--- src/rtl/unidade_controle_rodadas.sv ---
// Round sequencer for the sequence-memory game.
// Round k asks the player to repeat stored plays 0..k in order, and every
// wait for a play is guarded by a cycle-count timeout.
// All outputs are registered: they are decoded from the next state and
// loaded together with it, so they always agree with the current state.

module unidade_controle_rodadas #(
   parameter int N_JOGADAS      = 16,
   parameter int TIMEOUT_CICLOS = 3000
) (
   input  logic       clock,
   input  logic       reset,
   input  logic       iniciar,
   input  logic       tem_jogada,
   input  logic       igual,
   output logic [3:0] endereco,
   output logic [3:0] rodada,
   output logic       zera_reg,
   output logic       registra,
   output logic       acertou,
   output logic       errou,
   output logic       timeout,
   output logic       pronto,
   output logic [3:0] db_estado
);

   // Counter width is ceil(log2(TIMEOUT_CICLOS)), but never less than one bit.
   localparam int CW = (TIMEOUT_CICLOS > 1) ? $clog2(TIMEOUT_CICLOS) : 1;
   localparam logic [CW-1:0] LIMITE = CW'(TIMEOUT_CICLOS - 1);
   localparam logic [3:0] ULTIMA = 4'(N_JOGADAS - 1);

   // The encodings double as the codes shown on the hex debug display.
   typedef enum logic [3:0] {
      st_inicial        = 4'h0,
      st_preparacao     = 4'h1,
      st_espera_jogada  = 4'h2,
      st_registra       = 4'h3,
      st_comparacao     = 4'h4,
      st_proxima_jogada = 4'h5,
      st_proxima_rodada = 4'h6,
      st_fim_acerto     = 4'hA,
      st_fim_timeout    = 4'hD,
      st_fim_erro       = 4'hE
   } estado_t;

   estado_t       estado;
   estado_t       proximo;
   logic [CW-1:0] contador;

   // Next-state selection; a play arriving on the last allowed cycle beats the timeout.
   always_comb begin
      proximo = estado;
      case (estado)
         st_inicial:        if (iniciar) proximo = st_preparacao;
         st_preparacao:     proximo = st_espera_jogada;
         st_espera_jogada: begin
            if (tem_jogada)               proximo = st_registra;
            else if (contador == LIMITE)  proximo = st_fim_timeout;
         end
         st_registra:       proximo = st_comparacao;
         st_comparacao: begin
            if (!igual)                   proximo = st_fim_erro;
            else if (endereco < rodada)   proximo = st_proxima_jogada;
            else if (rodada < ULTIMA)     proximo = st_proxima_rodada;
            else                          proximo = st_fim_acerto;
         end
         st_proxima_jogada: proximo = st_espera_jogada;
         st_proxima_rodada: proximo = st_espera_jogada;
         st_fim_acerto, st_fim_timeout, st_fim_erro:
                            if (iniciar) proximo = st_preparacao;
         default:           proximo = st_inicial;
      endcase
   end

   // State register, registered Moore outputs and the address/round/timeout datapath.
   always_ff @(posedge clock) begin
      if (reset) begin
         estado    <= st_inicial;
         endereco  <= 4'd0;
         rodada    <= 4'd0;
         contador  <= '0;
         zera_reg  <= 1'b0;
         registra  <= 1'b0;
         acertou   <= 1'b0;
         errou     <= 1'b0;
         timeout   <= 1'b0;
         pronto    <= 1'b0;
         db_estado <= 4'h0;
      end else begin
         estado    <= proximo;
         db_estado <= proximo;
         zera_reg  <= (proximo == st_preparacao);
         registra  <= (proximo == st_registra);
         acertou   <= (proximo == st_fim_acerto);
         errou     <= (proximo == st_fim_erro);
         timeout   <= (proximo == st_fim_timeout);
         pronto    <= (proximo == st_fim_acerto) || (proximo == st_fim_erro) ||
                      (proximo == st_fim_timeout);
         case (estado)
            st_preparacao: begin
               endereco <= 4'd0;
               rodada   <= 4'd0;
               contador <= '0;
            end
            st_espera_jogada: begin
               if (tem_jogada || (contador == LIMITE)) contador <= '0;
               else                                    contador <= contador + CW'(1);
            end
            st_proxima_jogada: begin
               endereco <= endereco + 4'd1;
               contador <= '0;
            end
            st_proxima_rodada: begin
               rodada   <= rodada + 4'd1;
               endereco <= 4'd0;
               contador <= '0;
            end
            default: ;
         endcase
      end
   end

endmodule

--- config.mk ---
export PLATFORM = sky130hd
export DESIGN_NAME = unidade_controle_rodadas
export DESIGN_NICKNAME = d
export VERILOG_FILES = /design/src/rtl/unidade_controle_rodadas.sv
export SDC_FILE = /design/constraint.sdc
export NUM_CORES = 1
export LEC_CHECK = 0
export BUFFER_PORTS_ARGS = -buffer_cell sky130_fd_sc_hd__buf_2
export CORE_MARGIN = 5
export CORE_UTILIZATION = 34
export DETAILED_ROUTE_END_ITERATION = 6
export PLACE_DENSITY = 0.66
export SLEW_MARGIN = 20
export SYNTH_ARGS = -nofsm -noshare
export SYNTH_HDL_FRONTEND = slang
export SYNTH_SLANG_ARGS = --single-unit
--- constraint.sdc ---
create_clock -name clock -period 1.94 [get_ports clock]
set_input_delay 0.097 -clock clock [delete_from_list [all_inputs] [get_ports clock]]
set_output_delay 0.097 -clock clock [all_outputs]
set_load 0.005 [all_outputs]
# Word level (Yosys, flattened, before mapping)
# Cells that the tools add are included.
[word_totals]
reg_bits = 30
latchBits = 0
ram_bits = 0
romBits = 0
in_bits = 5
elab_cells = 51
memories = 0
[classes]
n_addsub = 3
multipliers = 0
div = 0
order_cmp = 2
eq_ne = 15
shift = 0
mux = 11
bitwise_logic = 0
reduce_logical = 10
[ops]
columns = ["operator", "count"]
rows = [
  ["$eq 4x4->1 const B", 6],
  ["$mux 4", 6],
  ["$pmux 12 s2", 1],
  ["$pmux 4 s5", 1],
  ["$pmux 4 s2", 2],
  ["$add 12x1->12 const B", 1],
  ["$eq 12x12->1 const B", 1],
  ["$eq 4x2->1 const B", 3],
  ["$eq 4x3->1 const B", 3],
  ["$mux 12", 1],
  ["$add 4x1->4 const B", 2],
  ["$eq 4x1->1 const B", 2],
  ["$reduce_bool 2->1", 3],
  ["$logic_not 4->1", 1],
  ["$lt 4x4->1", 1],
  ["$lt 4x4->1 const B", 1],
  ["$reduce_or 4->1", 1],
  ["$logic_or 1x1->1", 3],
  ["$reduce_or 3->1", 1],
  ["$reduce_or 2->1", 1],
]

# Longest topological paths before layout
# Gate-level depths: netlist (run 1).
[logic_depth]
ltp_word = 8
mapped_depth = 7
ltp_nobuf = 7

# Worst setup path after synthesis (run 1)
# OpenSTA, ideal clock, no wires.
[synth_timing]
kind = "flip-flop to flip-flop"
start = "register rodada[1]"
end = "register zera_reg"
setup_time_ns = 0.091
t_arrival_ns = 1.930
t_required_ns = 1.849
slack_ns = -0.081
stages_incl_launch_ff = 7
path_buffers = 0
synth_period_minus_slack_ns = 2.021
path_cell_list = "dfxtp_1 inv_1 ha_1 a2111oi_0 o211ai_1 a31o_2 nor4bb_1"
[synth_via]
elab_chain_len = 6
elab_cells_between_ends = 7
classes_between = "order compare: 2; eq/ne: 1; mux: 4"
[synth_rtl]
columns = ["element", "line", "rtl"]
rows = [
  ["start, declared", "17", "output logic [3:0] rodada,"],
  ["start signal, assigned", "114", "rodada <= rodada + 4'd1;"],
  ["$lt 4x4->1", "64", "else if (rodada < ULTIMA) proximo = st_proxima_rodada;"],
  ["$mux 4", "64", ""],
  ["$mux 4 *", "63", "else if (endereco < rodada) proximo = st_proxima_jogada;"],
  ["$mux 4 *", "62", "if (!igual) proximo = st_fim_erro;"],
  ["$pmux 4 s5 *", "53", "case (estado)"],
  ["$eq 4x1->1 *", "92", "zera_reg <= (proximo == st_preparacao);"],
  ["end signal, assigned", "92", ""],
  ["end, declared", "18", "output logic zera_reg,"],
]
# Mark *: on every way between the ends. The rest lies on a longest branch, timed or not.
# A chain may end at the register's enable or synchronous reset.

# Worst setup path after layout (run 1)
[layout_timing]
start = "register contador[6]"
end = "register zera_reg"
[layout_via]
elab_chain_len = 5
[layout_rtl]
columns = ["element", "line", "rtl"]
rows = [
  ["start, declared", "48", "logic [CW-1:0] contador;"],
  ["start signal, assigned", "107", "else contador <= contador + CW'(1);"],
  ["$eq 12x12->1", "58", "else if (contador == LIMITE) proximo = st_fim_timeout;"],
  ["$mux 4", "58", ""],
  ["$mux 4", "57", "if (tem_jogada) proximo = st_registra;"],
  ["$pmux 4 s5", "53", ""],
  ["$eq 4x1->1", "92", ""],
]
# Every way passes these cells.

==> impl_metrics.py, run 1 <==
metrics = {
    "status": {
        "status": "completed",
    },
    "die": {
        "dieArea_mm2": 0.00657,
        "coreArea_mm2": 0.00482,
        "rows": 25,
        "die_w_um": 81.1,
        "die_h_um": 81.1,
        "pin_count": 23,
        "initial_core_util": 0.357,
    },
    "grt": {
        "grt_pass1_vias": 1628,
        "grt_usage": 0.146,
        "grt_max_degree": 16,
        "grt_pass1_wl_um": 7520,
        "antenna_found_initial": 0,
        "overflow": 0,
    },
    "power_and_ir_drop": {
        "irDropWorstVdd_v": 0.000311,
        "power_density_mw_per_mm2": 706,
        "power_leakage_nw": 0.951,
    },
    "yosys": {
        "avgSynthCellArea_um2": 8.34,
        "syn_area_mm2": 0.00172,
        "synth_edf_count": 0,
        "seq_area_frac_synth": 0.350,
        "yosysWarnings": 0,
        "synthArstFlopShare": 0,
        "synth_area_leaders": "dfxtp_1, nor2_1, ha_1",
        "ys_seq_elements": 30,
        "synth_flop_cell": "dfxtp_1",
        "yosysUniqueCellTypes": 48,
        "syn_inst": 206,
        "yosysTopAreaCell": "dfxtp_1",
        "synth_fp_nets": 217,
        "synth_top_area_frac": 0.350,
    },
    "route": {
        "dr_total_vias": 1720,
        "dr.pass1.iters": 4,
        "drt_wl_total_um": 4440,
        "drc_errors": 0,
        "drtAntennaViolNets": 0,
        "drt_iter0_drc": 89,
        "via_per_inst": 5.20,
        "wl_per_cell_um": 13.4,
    },
    "cts": {
        "cts_buffer_depth": 2,
        "cts_tree": "yes",
        "holdBufCountCts": 0,
        "insertion_delay_ps": 290,
        "h-tree-depth": 2,
        "cts-buffers-inserted": 5,
        "cts_sinks": 30,
        "cts_root_buffer": "clkbuf_8",
        "cts_setup_buffers": 0,
        "clk_pin_slew_ps": 70,
    },
    "sta": {
        "rsz0062_at_grt": "yes",
        "slew_violations": 0,
        "setup_slack_ps": 1.07,
        "setup_viol": 0,
        "min_period_ps": 1940,
        "fin_crit_sh": 0.999,
        "max_freq_mhz": 516,
        "hold_viol_final": 0,
        "tightest_slew_ps": 436,
        "slew_headroom": 0.705,
        "finalSetupTns_ps": 0,
        "clock_skew_ps": 11.7,
    },
    "place": {
        "dpl_cell_area_mm2": 0.00217,
        "io_buffers": 22,
        "dp_hpwl_um": 3300,
        "gp_congestion": 0.852,
        "pre_cts_ws_ps": -58.8,
    },
    "layout": {
        "final_common_cell": "buf_4",
        "syn_to_final_growth_pct": 38.1,
        "largest_reg_flops": 12,
        "antenna_cells": 0,
        "top_register": "contador",
        "fin_util": 0.492,
        "final_cell_area_mm2": 0.00237,
        "nNetsFinal": 274,
        "drive_above_1_share": 0.375,
        "layout_common_cells": "buf_4, nor2_1, dfxtp_1",
    },
    "setup_path": {
        "critical_path.max_fanout": 5,
        "crit_slowest_cell": "or4_4",
        "crit_type": "reg2reg",
        "critPathBufInv": 0,
        "worstSetupEndpointType": "register",
        "critPathMaxStageDelay_ps": 450,
        "cp_data_required_time_ps": 2120,
        "crit_family": "simple AND/OR/NAND/NOR gates",
        "worstPathArrival_ps": 2120,
        "crit_chain": "or3b_1 > or4_4 > or3_4 > o211a_4 > nor4bb_4",
        "r2r_slack_ps": 1,
        "crit_path_start_kind": "register",
    },
    "worst_hold_path": {
        "hold_path_class": "in2reg",
    },
    "run": {
        "drv_cap": 0,
    },
}
power breakdown:
| group | internal [W] | leakage, nW | switching (W) |
|---|---|---|---|
| clock | 0.000378 | 0.0579 | 0.000253 |
| combinational | 0.000177 | 0.647 | 0.000216 |
| sequential | 0.000637 | 0.246 | 0.0000140 |
| total | 0.00119 | 0.951 | 0.000483 |
layer usage:
layer | track usage | share of wire
met3 | 0.0333 | 0.043
met5 | 0 | 0
met1 | 0.182 | 0.47
met4 | 0.0456 | 0.016
met2 | 0.247 | 0.47
Yosys cell counts, types with 2 or more instances:
master	count
nand2_1	9
o21bai_1	2
nor3_1	3
or3_1	3
xnor2_1	4
a311oi_1	3
a21oi_1	12
nand2b_1	8
nand3_1	7
nor2_1	34
nand3b_1	3
inv_1	7
o21a_1	3
clkbuf_1	7
nor3b_1	2
or2_2	3
o21ai_0	5
nand4_1	9
nor4b_1	2
a22oi_1	2
dfxtp_1	30
a21o_1	4
xor2_1	6
or4b_2	3
or3b_2	2
nand4b_1	2
ha_1	6
a211oi_1	2
nor4bb_1	3
a41oi_1	2
kinds of logic (layout without fill, tap and decap cells):
logic type | after synthesis | after routing | share of synthesized area
XOR/XNOR | 10 | 10 | 0.0510
flip-flops | 30 | 30 | 0.350
AND/OR/NAND/NOR | 101 | 101 | 0.344
buffers and inverters | 14 | 72 | 0.0306
AO/OA/AOI/OAI | 44 | 44 | 0.176
multiplexers | 1 | 1 | 0.00583
adder cells (fa/ha/maj) | 6 | 6 | 0.0437
final cells by class:
class,count,area [µm²]
fillers,481,2440
clock inverters,3,40.0
multi-input cells,162,1170
repair buffers,57,377
clock buffers,5,68.8
flip-flops and latches,30,609
well taps,67,83.8
inverters,7,26.3
repair_timing:
| item | in CTS | in global routing |
|---|---|---|
| endpoints found under the setup margin | 9 | 7 |
| pin swaps | 5 | 4 |
| gates resized for setup | 9 | 12 |
metrics by stage:
step | total power (W) | instances | hold WS [ps]
after floorplan | 0.000880 | 206 | 168
after global placement | 0.00101 | 323 | 471
after detailed placement | 0.00101 | 323 | 474
after CTS | 0.00164 | 331 | 181
after global routing | 0.00175 | 331 | 187
final | 0.00167 | 331 | 177
path summary, 6_finish.rpt:
check | from | depth (start not counted) | endpoint
max | contador[6] | 5 | zera_reg
max reg2reg | contador[6] | 5 | zera_reg
min | reset | 2 | estado[2]
min reg2reg | endereco[3] | 2 | endereco[3]
No activity file was read; power rests on OpenSTA's default activity.
==> run 2, diff against run 1 <==
==> constraint.sdc (replaced) <==
create_clock -name clock -period 1.55 [get_ports clock]
set_input_delay 0.0775 -clock clock [delete_from_list [all_inputs] [get_ports clock]]
set_output_delay 0.0775 -clock clock [all_outputs]
set_load 0.005 [all_outputs]
==> impl_metrics.py, run 2 (synthesis gave the netlist of run 1 again) <==
metrics = {
    "status": {
        "status": "finished, violations left",
        "failed_checks": "setup timing",
    },
    "setup_path": {
        "critical_path.reg2reg.startpoint": "contador[3]",
        "r2r_slack_ps": -450,
        "reg2reg_to": "errou",
        "critPathMaxStageDelay_ps": 550,
        "worstSetupEndpointType": "register",
        "critPathBufInv": 0,
        "crit_chain": "or3b_1 > or4_4 > or3_4 > o211a_4 > nor4_2",
        "reg2reg_depth": 5,
        "crit_path_start_kind": "register",
        "crit_slowest_cell": "or4_4",
        "crit_cells": 5,
        "worstPathArrival_ps": 2210,
        "critPathCapture": "errou",
        "crit_type": "reg2reg",
        "crit_family": "simple AND/OR/NAND/NOR gates",
        "critical_path.max_fanout": 5,
        "cp_data_required_time_ps": 1750,
        "startpoint": "contador[3]",
    },
    "route": {
        "via_per_inst": 5.12,
        "dr_total_vias": 1855,
        "drtAntennaViolNets": 0,
        "drt_wl_total_um": 4810,
        "wl_per_cell_um": 13.3,
        "dr.pass1.iters": 4,
        "drt_iter0_drc": 93,
        "drc_errors": 0,
    },
    "sta": {
        "hold_viol_final": 0,
        "slew_headroom": 0.657,
        "finalSetupTns_ps": -6870,
        "tightest_slew_ps": 510,
        "setup_viol": 29,
        "slew_violations": 0,
        "min_period_ps": 2000,
        "setup_slack_ps": -455,
        "clock_skew_ps": 6.75,
        "rsz0062_at_grt": "yes",
        "fin_crit_sh": 1.29,
        "max_freq_mhz": 499,
    },
    "power_and_ir_drop": {
        "power_leakage_nw": 1.12,
        "irDropWorstVdd_v": 0.000437,
        "p_total_w": 0.00226,
        "power_density_mw_per_mm2": 814,
    },
    "layout": {
        "final_common_cell": "buf_4",
        "fin_util": 0.577,
        "largest_reg_flops": 12,
        "final_cell_area_mm2": 0.00278,
        "instances_no_fill": 362,
        "antenna_cells": 0,
        "layout_common_cells": "buf_4, nor2_1, buf_2",
        "syn_to_final_growth_pct": 61.8,
        "nNetsFinal": 305,
        "top_register": "contador",
        "drive_above_1_share": 0.508,
    },
    "die": {
        "initial_core_util": 0.357,
        "pin_count": 23,
        "coreArea_mm2": 0.00482,
        "dieArea_mm2": 0.00657,
        "die_h_um": 81.1,
        "rows": 25,
        "die_w_um": 81.1,
    },
    "worst_hold_path": {
        "hold_path_class": "in2reg",
    },
    "cts": {
        "cts-buffers-inserted": 5,
        "h-tree-depth": 2,
        "cts_root_buffer": "clkbuf_8",
        "holdBufCountCts": 0,
        "cts_tree": "yes",
        "clk_pin_slew_ps": 70,
        "cts_sinks": 30,
        "cts_buffer_depth": 2,
        "insertion_delay_ps": 280,
    },
    "run": {
        "drv_cap": 0,
    },
    "grt": {
        "grt_max_degree": 15,
        "grt_pass1_vias": 1835,
        "grt_usage": 0.162,
        "grt_pass1_wl_um": 8290,
        "overflow": 0,
        "antenna_found_initial": 0,
    },
    "place": {
        "io_buffers": 22,
        "dp_hpwl_um": 3560,
        "dpl_cell_area_mm2": 0.00240,
        "place_inst": 345,
        "gp_congestion": 0.902,
    },
}
## run 2: worst min path at each step
stage                             end  slack, ps  cells after the start  startpoint
final                     endereco[1]        210                      3       reset
after global routing      endereco[1]        220                      3       reset
after CTS                 endereco[1]        190                      3       reset
after detailed placement      timeout        450                      1     timeout
after global placement        timeout        460                      1     timeout
after floorplan                 errou        150                      1       reset
## run 2: area by class of cell
type / instances / area [µm²]
repair buffers: 88 / 621
well taps: 67 / 83.8
clock buffers: 5 / 68.8
flip-flops and latches: 30 / 621
clock inverters: 3 / 40.0
fillers: 436 / 2040
inverters: 7 / 26.3
multi-input cells: 162 / 1320
## run 2: metrics by stage
step,hold slack (ps),setup WS [ps]
3_3_place_gp,458,-373
6_report,209,-455
5_1_grt,221,-514
3_5_place_dp,453,-451
4_1_cts,188,-443
2_1_floorplan,149,-376
## run 2: metal layers
layer / wire length [µm] / part of all wire / GRT usage / vias to the layer above
met4: 77 / 0.016 / 0.0608 / 0
met1: 2130 / 0.44 / 0.194 / 876
met3: 198 / 0.041 / 0.0388 / 9
met2: 2400 / 0.50 / 0.280 / 39
li1: - / - / - / 931
met5: 0 / 0 / 0 / -
## run 2: worst register-to-register path: stages (launching register included)
cell and delay [ps]:
dfxtp_1 310, or3b_1 360, or4_4 550, or3_4 350
o211a_4 170, nor4_2 190
## run 2: timing repair
item,CTS,global route
buffers inserted,8,2
setup endpoints to repair,25,29
pin swaps,17,15
resized for setup,33,15
## run 2: report_power, final
| group | internal [W] | total [W] | switching, W |
|---|---|---|---|
| Combinational | 0.000356 | 0.000679 | 0.000323 |
| Clock | 0.000472 | 0.000770 | 0.000298 |
| Sequential | 0.000796 | 0.000815 | 0.0000185 |
